## src/rtl/spi_arbiter.sv

```systemverilog
// Arbitrates instruction-fetch and data-memory requests onto one SPI engine.
// It routes chip select to ROM or RAM and aborts any transaction that stalls too long.
module spi_arbiter #(
  parameter int TIMEOUT = 255
) (
  input  logic        clk,
  input  logic        rst,
  input  logic        f_req,
  input  logic [15:0] f_addr,
  output logic        f_done,
  output logic [7:0]  f_data,
  input  logic        d_req,
  input  logic        d_write,
  input  logic [15:0] d_addr,
  input  logic [7:0]  d_wdata,
  output logic        d_done,
  output logic [7:0]  d_rdata,
  output logic        spi_start,
  output logic        spi_write,
  output logic [23:0] spi_addr,
  output logic [7:0]  spi_wdata,
  input  logic        spi_done,
  input  logic [7:0]  spi_rdata,
  output logic        sel_rom,
  output logic        sel_ram,
  output logic        timeout_err
);

  typedef enum logic [1:0] {IDLE, ISSUE, WAIT, DONE} state_t;

  localparam logic [7:0] CNT_LAST = 8'(TIMEOUT - 1);

  state_t      state_reg, state_next;
  logic        grant_reg, grant_next;          // 0 = fetch, 1 = data
  logic        last_grant_reg, last_grant_next;
  logic [7:0]  cnt_reg, cnt_next;
  logic        f_done_reg, f_done_next;
  logic [7:0]  f_data_reg, f_data_next;
  logic        d_done_reg, d_done_next;
  logic [7:0]  d_rdata_reg, d_rdata_next;
  logic        start_reg, start_next;
  logic        write_reg, write_next;
  logic [23:0] addr_reg, addr_next;
  logic [7:0]  wdata_reg, wdata_next;
  logic        sel_rom_reg, sel_rom_next;
  logic        sel_ram_reg, sel_ram_next;
  logic        terr_reg, terr_next;

  always_ff @(posedge clk) begin
    if (rst) begin
      state_reg      <= IDLE;
      grant_reg      <= 1'b0;
      last_grant_reg <= 1'b0;
      cnt_reg        <= 8'd0;
      f_done_reg     <= 1'b0;
      f_data_reg     <= 8'd0;
      d_done_reg     <= 1'b0;
      d_rdata_reg    <= 8'd0;
      start_reg      <= 1'b0;
      write_reg      <= 1'b0;
      addr_reg       <= 24'd0;
      wdata_reg      <= 8'd0;
      sel_rom_reg    <= 1'b0;
      sel_ram_reg    <= 1'b0;
      terr_reg       <= 1'b0;
    end else begin
      state_reg      <= state_next;
      grant_reg      <= grant_next;
      last_grant_reg <= last_grant_next;
      cnt_reg        <= cnt_next;
      f_done_reg     <= f_done_next;
      f_data_reg     <= f_data_next;
      d_done_reg     <= d_done_next;
      d_rdata_reg    <= d_rdata_next;
      start_reg      <= start_next;
      write_reg      <= write_next;
      addr_reg       <= addr_next;
      wdata_reg      <= wdata_next;
      sel_rom_reg    <= sel_rom_next;
      sel_ram_reg    <= sel_ram_next;
      terr_reg       <= terr_next;
    end
  end

  always_comb begin
    state_next      = state_reg;
    grant_next      = grant_reg;
    last_grant_next = last_grant_reg;
    cnt_next        = cnt_reg;
    f_done_next     = 1'b0;
    f_data_next     = f_data_reg;
    d_done_next     = 1'b0;
    d_rdata_next    = d_rdata_reg;
    start_next      = start_reg;
    write_next      = write_reg;
    addr_next       = addr_reg;
    wdata_next      = wdata_reg;
    sel_rom_next    = sel_rom_reg;
    sel_ram_next    = sel_ram_reg;
    terr_next       = terr_reg;

    case (state_reg)
      IDLE: begin
        if (f_req || d_req) begin
          // Contested requests alternate; otherwise the lone requester wins.
          grant_next      = (f_req && d_req) ? ~last_grant_reg : d_req;
          last_grant_next = grant_next;
          start_next      = 1'b1;
          if (grant_next) begin
            addr_next    = {8'h01, d_addr};
            write_next   = d_write;
            wdata_next   = d_wdata;
            sel_ram_next = 1'b1;
            sel_rom_next = 1'b0;
          end else begin
            addr_next    = {8'h00, f_addr};
            write_next   = 1'b0;
            sel_rom_next = 1'b1;
            sel_ram_next = 1'b0;
          end
          state_next = ISSUE;
        end
      end
      ISSUE: begin
        cnt_next   = 8'd0;
        state_next = WAIT;
      end
      WAIT: begin
        if (spi_done || cnt_reg == CNT_LAST) begin
          start_next   = 1'b0;
          sel_rom_next = 1'b0;
          sel_ram_next = 1'b0;
          state_next   = DONE;
          if (grant_reg) d_done_next = 1'b1;
          else           f_done_next = 1'b1;
          if (spi_done) begin
            if (!grant_reg)      f_data_next  = spi_rdata;
            else if (!write_reg) d_rdata_next = spi_rdata;
          end else begin
            terr_next = 1'b1;
            if (grant_reg) d_rdata_next = 8'hFF;
            else           f_data_next  = 8'hFF;
          end
        end else begin
          cnt_next = cnt_reg + 8'd1;
        end
      end
      DONE: begin
        state_next = IDLE;
      end
      default: state_next = IDLE;
    endcase
  end

  assign f_done      = f_done_reg;
  assign f_data      = f_data_reg;
  assign d_done      = d_done_reg;
  assign d_rdata     = d_rdata_reg;
  assign spi_start   = start_reg;
  assign spi_write   = write_reg;
  assign spi_addr    = addr_reg;
  assign spi_wdata   = wdata_reg;
  assign sel_rom     = sel_rom_reg;
  assign sel_ram     = sel_ram_reg;
  assign timeout_err = terr_reg;

endmodule
```

## config.mk

```make
export PLATFORM = sky130hd
export DESIGN_NAME = spi_arbiter
export DESIGN_NICKNAME = d
export VERILOG_FILES = /design/src/rtl/spi_arbiter.sv
export SDC_FILE = /design/constraint.sdc
export NUM_CORES = 1
export LEC_CHECK = 0
export CAP_MARGIN = 0
export CORE_UTILIZATION = 47
export CTS_CLUSTER_SIZE = 20
export DETAILED_ROUTE_END_ITERATION = 16
export DONT_BUFFER_PORTS = 1
export GPL_TIMING_DRIVEN = 0
export SYNTH_ARGS = -nofsm -noshare
export SYNTH_HDL_FRONTEND = slang
export SYNTH_SLANG_ARGS = --single-unit
```

## constraint.sdc

```tcl
create_clock -name clk -period 2.14 [get_ports clk]
set_input_delay 0.642 -clock clk [delete_from_list [all_inputs] [get_ports clk]]
set_output_delay 0.642 -clock clk [all_outputs]
set_load 0.01 [all_outputs]
```

Word level (Yosys, flattened, before mapping)
Index checks and enable logic that the tools add are counted.
{ "totals": {"ff_bits": 66, "wordCells": 68, "inputBits": 54} }
{ "classes": {"n_eq_ne": 8, "reduce_logical": 15, "addsub": 1, "muxes": 26, "n_bitwise": 4} }
{ "ops": {"columns": ["op", "count"], "rows": [
  ["$mux W8", 8],
  ["$mux W17", 1],
  ["$pmux W8 S2", 1],
  ["$reduce_and A3 Y1", 4],
  ["$mux W1", 10],
  ["$add A8 B1 Y8 const B", 1],
  ["$eq A8 B8 Y1 const B", 1],
  ["$ne A2 B2 Y1 const B", 4],
  ["$pmux W2 S4", 1],
  ["$pmux W1 S2", 3],
  ["$reduce_and A2 Y1", 3],
  ["$eq A2 B2 Y1 const B", 2],
  ["$mux W2", 2],
  ["$not A1 Y1", 4],
  ["$reduce_and A4 Y1", 1],
  ["$reduce_bool A2 Y1", 2],
  ["$reduce_or A3 Y1", 1],
  ["$eq A2 B1 Y1 const B", 1],
  ["$logic_not A2 Y1", 1],
  ["$logic_or A1 B1 Y1", 2],
  ["$logic_and A1 B1 Y1", 1]
]} }

Depth between registers and ports, before layout
Gate-level depths: netlist of run 1.
{ "logic_depth": {"ltp_word": 5, "mapped_depth": 7, "depth_no_buf": 6} }

Worst setup path after synthesis of run 1
No wires, ideal clock.
{ "synth_timing": {"kind": "reg2reg", "start": "register cnt_reg[0]", "end": "register cnt_reg[5]", "synth_period_minus_slack_ns": 1.743, "arrival_time_ns": 1.673, "path_stages_with_launch": 7, "setup_slack_ns": 0.397, "path_buffers": 0, "cell_sequence": "dfxtp_1 > inv_1 > ha_1 > and3_1 > a2111oi_2 > mux2_2 > a21oi_1"} }
{ "synth_between": {"elab_chain_len": 4, "elab_cells_between_ends": 7, "classes_between": "add/sub: 1; eq/ne: 2; mux: 2; reduce/logical: 2"} }
{ "synth_rtl": {"columns": ["element", "line", "source"], "rows": [
  ["start: declaration", "36", "logic [7:0] cnt_reg, cnt_next;"],
  ["start signal: assignment", "70", "cnt_reg <= cnt_next;"],
  ["branches (longest 4 deep; another with $add A8 B1 Y8)", null, null]
]} }
Parallel ways; which one is timed is not known. The select of a mux whose other input is x is not followed.
A chain may end at the register's enable or synchronous reset.

Worst setup path in the final report of run 1
Ends and elaborated chain as after synthesis.

==> out/qor.txt, run 1 <==
status -> complete, no violations
Vias/cell -> 5.45
number of flip-flops in the largest register -> 17
slew margin rel. -> 0.640
Yosys warnings -> 0
initial DRC count -> 93
Final Max Slew Viols -> 0
CTS buffer count -> 9
final wirelength -> 6.00 mm
Die H -> 76.8 µm
GRT overflow -> 0
number of distinct library cells after synthesis -> 44
LEAKAGE -> 1.17 nW
Final Skew -> 8.07 ps
Tightest Pin Transition -> 540 ps
reg2reg end -> cnt_reg[5]
Root Buffer -> clkbuf_8
#FFs+latches synth -> 58
min cycle time layout -> 1930 ps
Area growth syn-to-layout -> 12.9%
Antenna Nets Post-Route -> 0
area leader, netlist -> dfxtp_1
sequential fraction of the synthesis area -> 0.442
Tot Pwr -> 0.00352 W
WP data arrival -> 2210 ps
top-count cell post-synth -> dfxtp_1
setup violators final -> 0
Crit path buffers/inverters -> 1
hold endpoint -> spi_wdata[5]
via count -> 2,143
RR Startpoint -> cnt_reg[0]
core area -> 5240 µm²
Clock transition at path regs -> 70 ps
crit-path cells -> inv_1, ha_1, and3_1, a2111oi_2, mux2_2, a21oi_1
CP Capture Type -> flip-flop
hold_sp -> d_wdata[5]
worst r2r path cells -> 6
final hold vios -> 0
period utilisation layout -> 0.903
setup TNS -> 0 ps
clk sink count -> 58
Crit path required time -> 2410 ps
Mapped Cells -> 301
Pre-antenna DRT Iters -> 4
Final HPWL DP -> 4.28 mm
post-CTS sizing -> 0
drt wl/cell -> 15.3 µm
maximum vdd drop -> 0.738 mV
Layout Nets -> 378
top post-synthesis cells by area -> dfxtp_1, a211oi_1, mux2i_1
Main synth FF type -> dfxtp_1
first-pass GRT wire length -> 9.54 mm
Worst path slowest cell -> dfxtp_1
post-CTS setup repair buffer count -> 0
htree depth -> 3
GRT Util Overall -> 0.213
maximum root-to-sink buffer count -> 2
GPL Wtd Cong -> 0.808
FMAX -> 517 MHz
max incr delay on CP -> 430 ps
CTS tree -> yes
register area -> 1160 µm²
antenna violations before repair -> 0
top-area cell type share of the netlist area -> 0.442
max-cap violations -> 0
Die ar. -> 5890 µm²
Cell Pwr Density -> 1190 nW/µm²
Die W -> 76.8 µm
number of flops mapped to enable cells by yosys -> 0
Netlist Area Pre-Place -> 2630 µm²
family with the most delay on the worst path -> compound AO/OA/AOI/OAI gates
footprint of the multi-input gates -> 1260 µm²
reg2reg setup slack -> 210 ps
largest net degree at the start of global routing -> 12
hold path depth -> 2
Filler cells -> 523
RSZ-0062 raised after global routing -> false
critical path class -> flip-flop to flip-flop
Starting Density -> 0.501
worst hold path class -> input pin to flip-flop
CP max FO -> 6
Rows -> 26
ys async rst share -> 0
Commonest cells post-synth -> dfxtp_1, nor2_1, a21oi_1
Ant. Diodes -> 0
quantity of hold-fixing buffers added after cts -> 0
IO Count -> 109
Worst Hold Slack -> 429 ps
worst skew pair latency -> 350 ps
synthesized area per cell -> 8.73 µm²
Port Buf Inserts -> 0
CP Launch Type -> flip-flop
drt drc -> 0
layout cells sized above 1 -> 0.115
vias in the first global route -> 1,952
-- worst register-to-register path: stages (launching register included) --
cell	delay (ps)
dfxtp_1	430
inv_1	90
ha_1	240
and3_1	230
a2111oi_2	390
mux2_2	370
a21oi_1	120
-- layout by cell type (no fill, tap or decap), types with 2 or more instances in the layout --
| master | instances |
|---|---|
| a21boi_0 | 2 |
| inv_1 | 22 |
| o21a_1 | 8 |
| nor3_1 | 3 |
| o21ai_0 | 4 |
| clkbuf_8 | 10 |
| conb_1 | 7 |
| nand4b_1 | 2 |
| dfxtp_1 | 58 |
| clkbuf_1 | 9 |
| mux2i_1 | 16 |
| nor2_1 | 32 |
| o31ai_1 | 4 |
| nand2b_1 | 4 |
| or4_1 | 2 |
| or3_1 | 2 |
| nand3_1 | 10 |
| a21o_1 | 2 |
| a21oi_1 | 28 |
| a211oi_1 | 25 |
| ha_1 | 6 |
| buf_2 | 3 |
| buf_4 | 10 |
| clkinv_4 | 2 |
| bufinv_16 | 2 |
| nand2_1 | 26 |
| buf_6 | 2 |
-- area by class of cell --
| class | instances | area share |
|---|---|---|
| multi-input combinational | 203 | 0.425 |
| sequential | 58 | 0.392 |
| buffer | 24 | 0.0494 |
| clock buffer | 10 | 0.0464 |
| clock inverter | 6 | 0.0304 |
| tap | 70 | 0.0295 |
| inverter | 22 | 0.0279 |
-- power breakdown --
part	total, W	internal, W	switching [W]
registers	0.00155	0.00130	0.000248
logic	0.000812	0.000324	0.000488
clock network	0.00116	0.000689	0.000470
total	0.00352	0.00231	0.00121
-- worst max-delay path by stage --
stage	from	end	slack (ps)	cells after the start
final	cnt_reg[0]	cnt_reg[5]	210	6
after global routing	cnt_reg[0]	cnt_reg[5]	140	6
after CTS	cnt_reg[0]	cnt_reg[5]	210	6
after detailed placement	cnt_reg[0]	cnt_reg[5]	220	6
after global placement	cnt_reg[0]	cnt_reg[5]	260	6
after floorplan	cnt_reg[0]	cnt_reg[5]	400	6
-- logic make-up after synthesis --
family                     after synthesis  share of synthesized area
and+or+nand+nor                         90                      0.158
AOI/OAI and AO/OA                       83                      0.218
DFF                                     58                      0.442
buffers and inverters                   46                     0.0872
muxes                                   17                     0.0653
adders and majority gates                6                     0.0286
other                                    1                    0.00143
-- stage by stage --
stage / util / area [µm²] / instances / setup slack (ps)
floorplan: - / 2650 / 307 / 397
finish: 0.566 / 2960 / 393 / 207
global route: 0.566 / 2960 / 393 / 138
global placement: 0.522 / 2740 / 377 / 258
detailed placement: 0.522 / 2740 / 377 / 224
CTS: 0.566 / 2960 / 393 / 210
-- per-layer routing --
layer,vias up,track usage,wire (µm)
met2,103,0.319,2690
li1,1070,-,-
met4,0,0.125,109
met1,957,0.257,2610
met3,13,0.0821,587
met5,-,0,0
No activity file was read; power rests on OpenSTA's default activity.
==> run 2: changes to the inputs <==
--- a/config.mk
+++ b/config.mk
@@ -11,6 +11,7 @@
 export DETAILED_ROUTE_END_ITERATION = 16
 export DONT_BUFFER_PORTS = 1
 export GPL_TIMING_DRIVEN = 0
+export REMOVE_ABC_BUFFERS = 1
 export SYNTH_ARGS = -nofsm -noshare
 export SYNTH_HDL_FRONTEND = slang
 export SYNTH_SLANG_ARGS = --single-unit
==> run 2 against run 1 <==
  * First-iteration DRC count is 13% higher
  * Maximum frequency is 2.2% higher
  * Sequential share of layout area is 1.1 points higher
  * Flip-flop and latch count stayed put
  * Register-to-register slack better by 40 ps
  * Hold slack worse by 57 ps
  * Worst setup slack better by 42 ps
  * Total power is 1.9% higher
==> out/qor.txt, run 2 (same netlist as run 1, synthesis figures left out) <==
Cell Pwr Density -> 1240 nW/µm² (+4.6%)
Final Max Slew Viols -> 0 (unchanged)
GRT Util Overall -> 0.192 (-0.0206)
Crit path required time -> 2400 ps (about the same)
critical path class -> flip-flop to flip-flop
quantity of hold-fixing buffers added after cts -> 0 (unchanged)
min cycle time layout -> 1890 ps (-42.1 ps)
CP Launch Type -> flip-flop
worst hold path class -> input pin to flip-flop
Crit path buffers/inverters -> 1 (unchanged)
Worst path slowest cell -> dfxtp_1
Met2 Routed Length -> 2.40 mm (-11%)
Tot Pwr -> 0.00358 W (+1.9%)
hold endpoint -> spi_start
GRT overflow -> 0 (unchanged)
Port Buf Inserts -> 0 (unchanged)
Layout Nets -> 355 (-6.1%)
family with the most delay on the worst path -> compound AO/OA/AOI/OAI gates
number of flip-flops in the largest register -> 17 (unchanged)
final hold vios -> 0 (unchanged)
Ant. Diodes -> 0 (unchanged)
reg2reg end -> cnt_reg[5]
met3 wire len -> 473 µm (-19%)
via count -> 2,023 (-5.6%)
layout cells sized above 1 -> 0.0867 (-0.0279)
crit-path cells -> inv_1, ha_1, and3_1, a2111oi_2, mux2_2, a21oi_1
Starting Density -> 0.501 (unchanged)
fin util -> 0.551 (-0.0148)
Post-Route M1 WL -> 2.46 mm (-6.0%)
post-CTS setup repair buffer count -> 0 (unchanged)
CP max FO -> 6 (unchanged)
Area growth syn-to-layout -> 9.91%
hold_sp -> rst
max incr delay on CP -> 430 ps (about the same)
GPL Wtd Cong -> 0.742 (-8.3%)
Antenna Nets Post-Route -> 0 (unchanged)
first-pass GRT wire length -> 8.86 mm (-7.1%)
Final HPWL DP -> 3.77 mm (-12%)
most frequent cells in the layout -> dfxtp_1, nor2_1, a21oi_1
final wirelength -> 5.40 mm (-10%)
Die ar. -> 5890 µm² (unchanged)
CP Capture Type -> flip-flop
maximum root-to-sink buffer count -> 2 (unchanged)
Filler cells -> 505 (-3.4%)
Die H -> 76.8 µm (unchanged)
IO Count -> 109 (unchanged)
hold path depth -> 1 (-1)
Clock transition at path regs -> 70 ps (about the same)
setup violators final -> 0 (unchanged)
worst slack, placed -> -323 ps (-547 ps)
DR top layer -> met4
most common cell after layout, fill and taps aside -> dfxtp_1
CTS buffer count -> 9 (unchanged)
maximum vdd drop -> 0.610 mV (-17%)
largest net degree at the start of global routing -> 61 (+49)
initial DRC count -> 105 (+13%)
slew margin rel. -> 0.492 (-0.148)
antenna violations before repair -> 0 (unchanged)
Placed Area -> 2620 µm² (-4.3%)
LEAKAGE -> 1.12 nW (-4.5%)
CTS tree -> yes
period utilisation layout -> 0.884 (-0.0197)
WP data arrival -> 2160 ps (-50 ps)
Die W -> 76.8 µm (unchanged)
worst skew pair latency -> 330 ps (-20 ps)
clk sink count -> 58 (unchanged)
Pre-antenna DRT Iters -> 4 (unchanged)
final setup margin -> 249 ps (+42.1 ps)
drt wl/cell -> 14.6 µm (-4.4%)
Placed Cells -> 354 (-6.1%)
FMAX -> 529 MHz (+2.2%)
drt drc -> 0 (unchanged)
non-filler instance count after layout -> 370 (-5.9%)
reg2reg setup slack -> 250 ps (+40 ps)
RSZ-0062 raised after global routing -> false
max-cap violations -> 0 (unchanged)
Tightest Pin Transition -> 761 ps (+220 ps)
Vias/cell -> 5.47 (+0.27%)
status -> complete, no violations
Final Skew -> 7.03 ps (-1.04 ps)
htree depth -> 3 (unchanged)
RR Startpoint -> cnt_reg[0]
Root Buffer -> clkbuf_8
worst r2r path cells -> 6 (unchanged)
post-route cell area -> 2890 µm² (-2.6%)
Rows -> 26 (unchanged)
vias in the first global route -> 1,923 (-1.5%)
core area -> 5240 µm² (unchanged)
-- run 2: cell count changes in the layout (fill, tap and decap cells not counted), sizes merged --
cell / change
clkinvlp: -1
clkbuf: -8
bufinv: +1
buf: -14
clkinv: -1
-- run 2: final cells by class --
type                       instances  area, µm²  share of cell area
multi-input combinational        203       1280               0.442
sequential                        58       1160               0.402
clock buffer                      11        151              0.0524
clock inverter                     5        100              0.0347
tap                               70       87.6              0.0303
inverter                          22       82.6              0.0286
timing repair buffer               1       27.5             0.00954
-- run 2: how the worst max path moves through the flow --
stage                       from           end  slack [ps]  cells past startpoint
global route        state_reg[0]    cnt_reg[6]          20                      6
floorplan                  d_req   spi_addr[0]          20                      4
CTS                 state_reg[0]    d_rdata[0]          10                      6
finish                cnt_reg[0]    cnt_reg[5]         250                      6
detailed placement         d_req  spi_wdata[1]        -320                      4
global placement    state_reg[1]  spi_addr[14]        -490                      5
-- run 2: timing repair --
item | 4_1_cts | 5_1_grt
pin swaps | 0 | 0
endpoints found under the hold margin | 0 | 0
setup endpoints to repair | 10 | 9
gates resized for setup | 1 | 2
-- run 2: worst register-to-register path, stage by stage, from the launching register on --
cell,delay (ps)
dfxtp_1,430
inv_1,90
ha_1,230
and3_1,220
a2111oi_2,380
mux2_2,370
a21oi_1,110
-- run 2: power breakdown --
| part | switching (W) | leakage (nW) | internal [W] | total, W |
|---|---|---|---|---|
| logic | 0.000450 | 0.513 | 0.000330 | 0.000780 |
| clock network | 0.000420 | 0.129 | 0.000833 | 0.00125 |
| registers | 0.000252 | 0.474 | 0.00130 | 0.00155 |
-- run 2: through the flow --
step / hold WS, ps / setup TNS (ps)
final: 372 / 0
after global routing: 350 / 0
after CTS: 356 / 0
after detailed placement: 483 / -3270
after global placement: 479 / -10070
after floorplan: 469 / 0
-- run 2: layer usage --
layer / GRT usage / up-vias
met1: 0.227 / 903
met4: 0.104 / 0
met2: 0.296 / 86
li1: - / 1026
met5: 0 / -
met3: 0.0774 / 8
==> run 3: changes to the inputs <==
--- a/config.mk
+++ b/config.mk
@@ -5,6 +5,7 @@
 export SDC_FILE = /design/constraint.sdc
 export NUM_CORES = 1
 export LEC_CHECK = 0
+export ABC_AREA = 1
 export CAP_MARGIN = 0
 export CORE_UTILIZATION = 47
 export CTS_CLUSTER_SIZE = 20
==> run 3 against run 2 <==
  * Sequential power about the same
  * Total power increased by 3.0%
  * Design area is 6.0% higher
  * Synthesized cell count grew 28%
  * Largest cell class unchanged
  * Highest routed layer unchanged
==> out/qor.txt, run 3 <==
Root Buffer -> clkbuf_8
GRT Util Overall -> 0.204 (+0.0118)
Starting Density -> 0.500 (-0.00187)
Antenna Nets Post-Route -> 0 (unchanged)
Area growth syn-to-layout -> 7.94%
IO Count -> 109 (unchanged)
GPL Wtd Cong -> 0.805 (+8.5%)
most frequent cells in the layout -> nand2_1, dfxtp_1, inv_1
Placed Area -> 2820 µm² (+7.6%)
setup TNS -> 0 ps (unchanged)
top post-synthesis cells by area -> dfxtp_1, nand2_1, inv_1
logic gate share of total power -> 0.253 (+0.035)
Final Max Slew Viols -> 0 (unchanged)
post-route cell area -> 3060 µm² (+6.0%)
largest net degree at the start of global routing -> 40 (-34%)
quantity of hold-fixing buffers added after cts -> 0 (unchanged)
FMAX -> 556 MHz (+5.1%)
CTS buffer count -> 9 (unchanged)
setup violators final -> 0 (unchanged)
Crit path required time -> 2410 ps (about the same)
initial DRC count -> 152 (+45%)
maximum root-to-sink buffer count -> 2 (unchanged)
Crit path buffers/inverters -> 3 (+2)
Port Buf Inserts -> 0 (unchanged)
Die H -> 79.7 µm (+3.8%)
sequential fraction of the synthesis area -> 0.410 (-0.0326)
drt wl/cell -> 13.4 µm (-8.0%)
number of flops mapped to enable cells by yosys -> 0 (unchanged)
Layout Nets -> 439 (+24%)
Tightest Pin Transition -> 1080 ps (+320 ps)
Mapped Cells -> 386 (+28%)
Yosys warnings -> 0 (unchanged)
CP Launch Type -> flip-flop
most common cell after layout, fill and taps aside -> nand2_1
Switch Pwr -> 0.00132 W (+18%)
layout cells sized above 1 -> 0.120 (+0.0331)
Die ar. -> 6350 µm² (+7.8%)
Net Sw Frac -> 0.359 (+0.0459)
number of distinct library cells after synthesis -> 32 (-27%)
Clock transition at path regs -> 70 ps (about the same)
first-pass GRT wire length -> 9.80 mm (+11%)
Rows -> 27 (+3.8%)
min cycle time layout -> 1800 ps (-91.3 ps)
final wirelength -> 6.12 mm (+13%)
final hold vios -> 0 (unchanged)
CP max FO -> 22 (+16)
top-count cell post-synth -> nand2_1
ys async rst share -> 0 (unchanged)
worst hold path class -> input pin to flip-flop
Netlist Area Pre-Place -> 2840 µm² (+8.0%)
GRT overflow -> 0 (unchanged)
htree depth -> 3 (unchanged)
Commonest cells post-synth -> nand2_1, dfxtp_1, inv_1
Ant. Diodes -> 0 (unchanged)
number of flip-flops in the largest register -> 17 (unchanged)
Pre-antenna DRT Iters -> 4 (unchanged)
Tot Pwr -> 0.00369 W (+3.0%)
top-area cell type share of the netlist area -> 0.410 (-0.0326)
RSZ-0062 raised after global routing -> false
Die W -> 79.7 µm (+3.8%)
vias in the first global route -> 2,141 (+11%)
cell mode on critical path -> inv_1
synthesized area per cell -> 7.35 µm² (-16%)
core area -> 5680 µm² (+8.4%)
CP Capture Type -> flip-flop
max incr delay on CP -> 520 ps (+90 ps)
via count -> 2,360 (+17%)
CTS tree -> yes
status -> complete, no violations
antenna violations before repair -> 0 (unchanged)
register share of total power -> 0.424 (-0.009)
crit-path cells -> inv_1, ha_2, inv_2, nor2_4, nand2_4, inv_1, o21ai_0, a21oi_1
family with the most delay on the worst path -> adder cells
Vias/cell -> 5.18 (-5.3%)
critical path class -> flip-flop to flip-flop
clock power share -> 0.322 (-0.028)
period utilisation layout -> 0.841 (-0.0427)
Main synth FF type -> dfxtp_1
max-cap violations -> 0 (unchanged)
area leader, netlist -> dfxtp_1
Final Skew -> 8.98 ps (+1.95 ps)
worst slack, placed -> -3.28 ps (+320 ps)
maximum vdd drop -> 0.561 mV (-8.1%)
Worst path slowest cell -> ha_2
Final HPWL DP -> 4.23 mm (+12%)
Cell Pwr Density -> 1210 nW/µm² (-2.8%)
Int Pwr -> 0.00237 W (-3.9%)
worst skew pair latency -> 340 ps (about the same)
final setup margin -> 340 ps (+91.3 ps)
slew margin rel. -> 0.279 (-0.213)
clk sink count -> 58 (unchanged)
WP data arrival -> 2070 ps (-90 ps)
drt drc -> 0 (unchanged)
LEAKAGE -> 1.26 nW (+13%)
#FFs+latches synth -> 58 (unchanged)
-- run 3: changes by cell type after synthesis, sizes merged, moves of 16 or more --
cell,delta
o21ai,+17
mux2i,-16
inv,+26
nand4,+16
nand2,+78
a211oi,-25
-- run 3: cell type report --
type / count / area (µm²)
fillers: 567 / 2620
multi-input cells: 259 / 1370
flip-flops and latches: 58 / 1160
inverters: 50 / 189
clock buffers: 12 / 165
well taps: 72 / 90.1
clock inverters: 4 / 72.6
repair buffers: 1 / 15.0
-- run 3: worst paths after layout --
check	to	startpoint	slack (ps)	cells after the start
setup / recovery	cnt_reg[0]	state_reg[0]	340	8
hold / removal	spi_wdata[5]	rst	360	1
setup reg to reg	cnt_reg[0]	state_reg[0]	340	8
hold reg to reg	state_reg[1]	state_reg[1]	480	2
-- run 3: metal layers --
layer / global-route usage / vias up / share of wire
met3: 0.0800 / 14 / 0.083
met2: 0.305 / 103 / 0.43
met5: 0 / - / 0
met4: 0.104 / 0 / 0.029
li1: - / 1221 / -
met1: 0.252 / 1022 / 0.45
-- run 3: kinds of logic (layout without fill, tap and decap cells) --
group / count (synthesis) / after routing / share of synthesized area
compound gates: 70 / 70 / 0.149
fa+ha+maj: 6 / 6 / 0.0265
buf+inv: 75 / 67 / 0.118
flops: 58 / 58 / 0.410
other cells: 1 / 7 / 0.00132
simple gates: 176 / 176 / 0.296
-- run 3: power by group through the flow --
stage               logic, W  registers [W]  clock network (W)
floorplan           0.000737        0.00154                  0
global placement    0.000892        0.00159                  0
detailed placement  0.000943        0.00159                  0
CTS                 0.000946        0.00157            0.00122
global route         0.00108        0.00160            0.00126
finish              0.000934        0.00157            0.00119
-- run 3: metrics by stage --
stage               utilization  cells  hold WS [ps]
global route              0.539    456           339
finish                    0.539    456           359
detailed placement        0.497    440           470
CTS                       0.539    456           345
floorplan                     -    367           450
global placement          0.494    439           463
-- run 3: what timing repair did --
item	CTS	global route
gates resized for setup	1	0
setup endpoints to repair	4	0
setup buffers	0	0
hold endpoints to repair	0	0
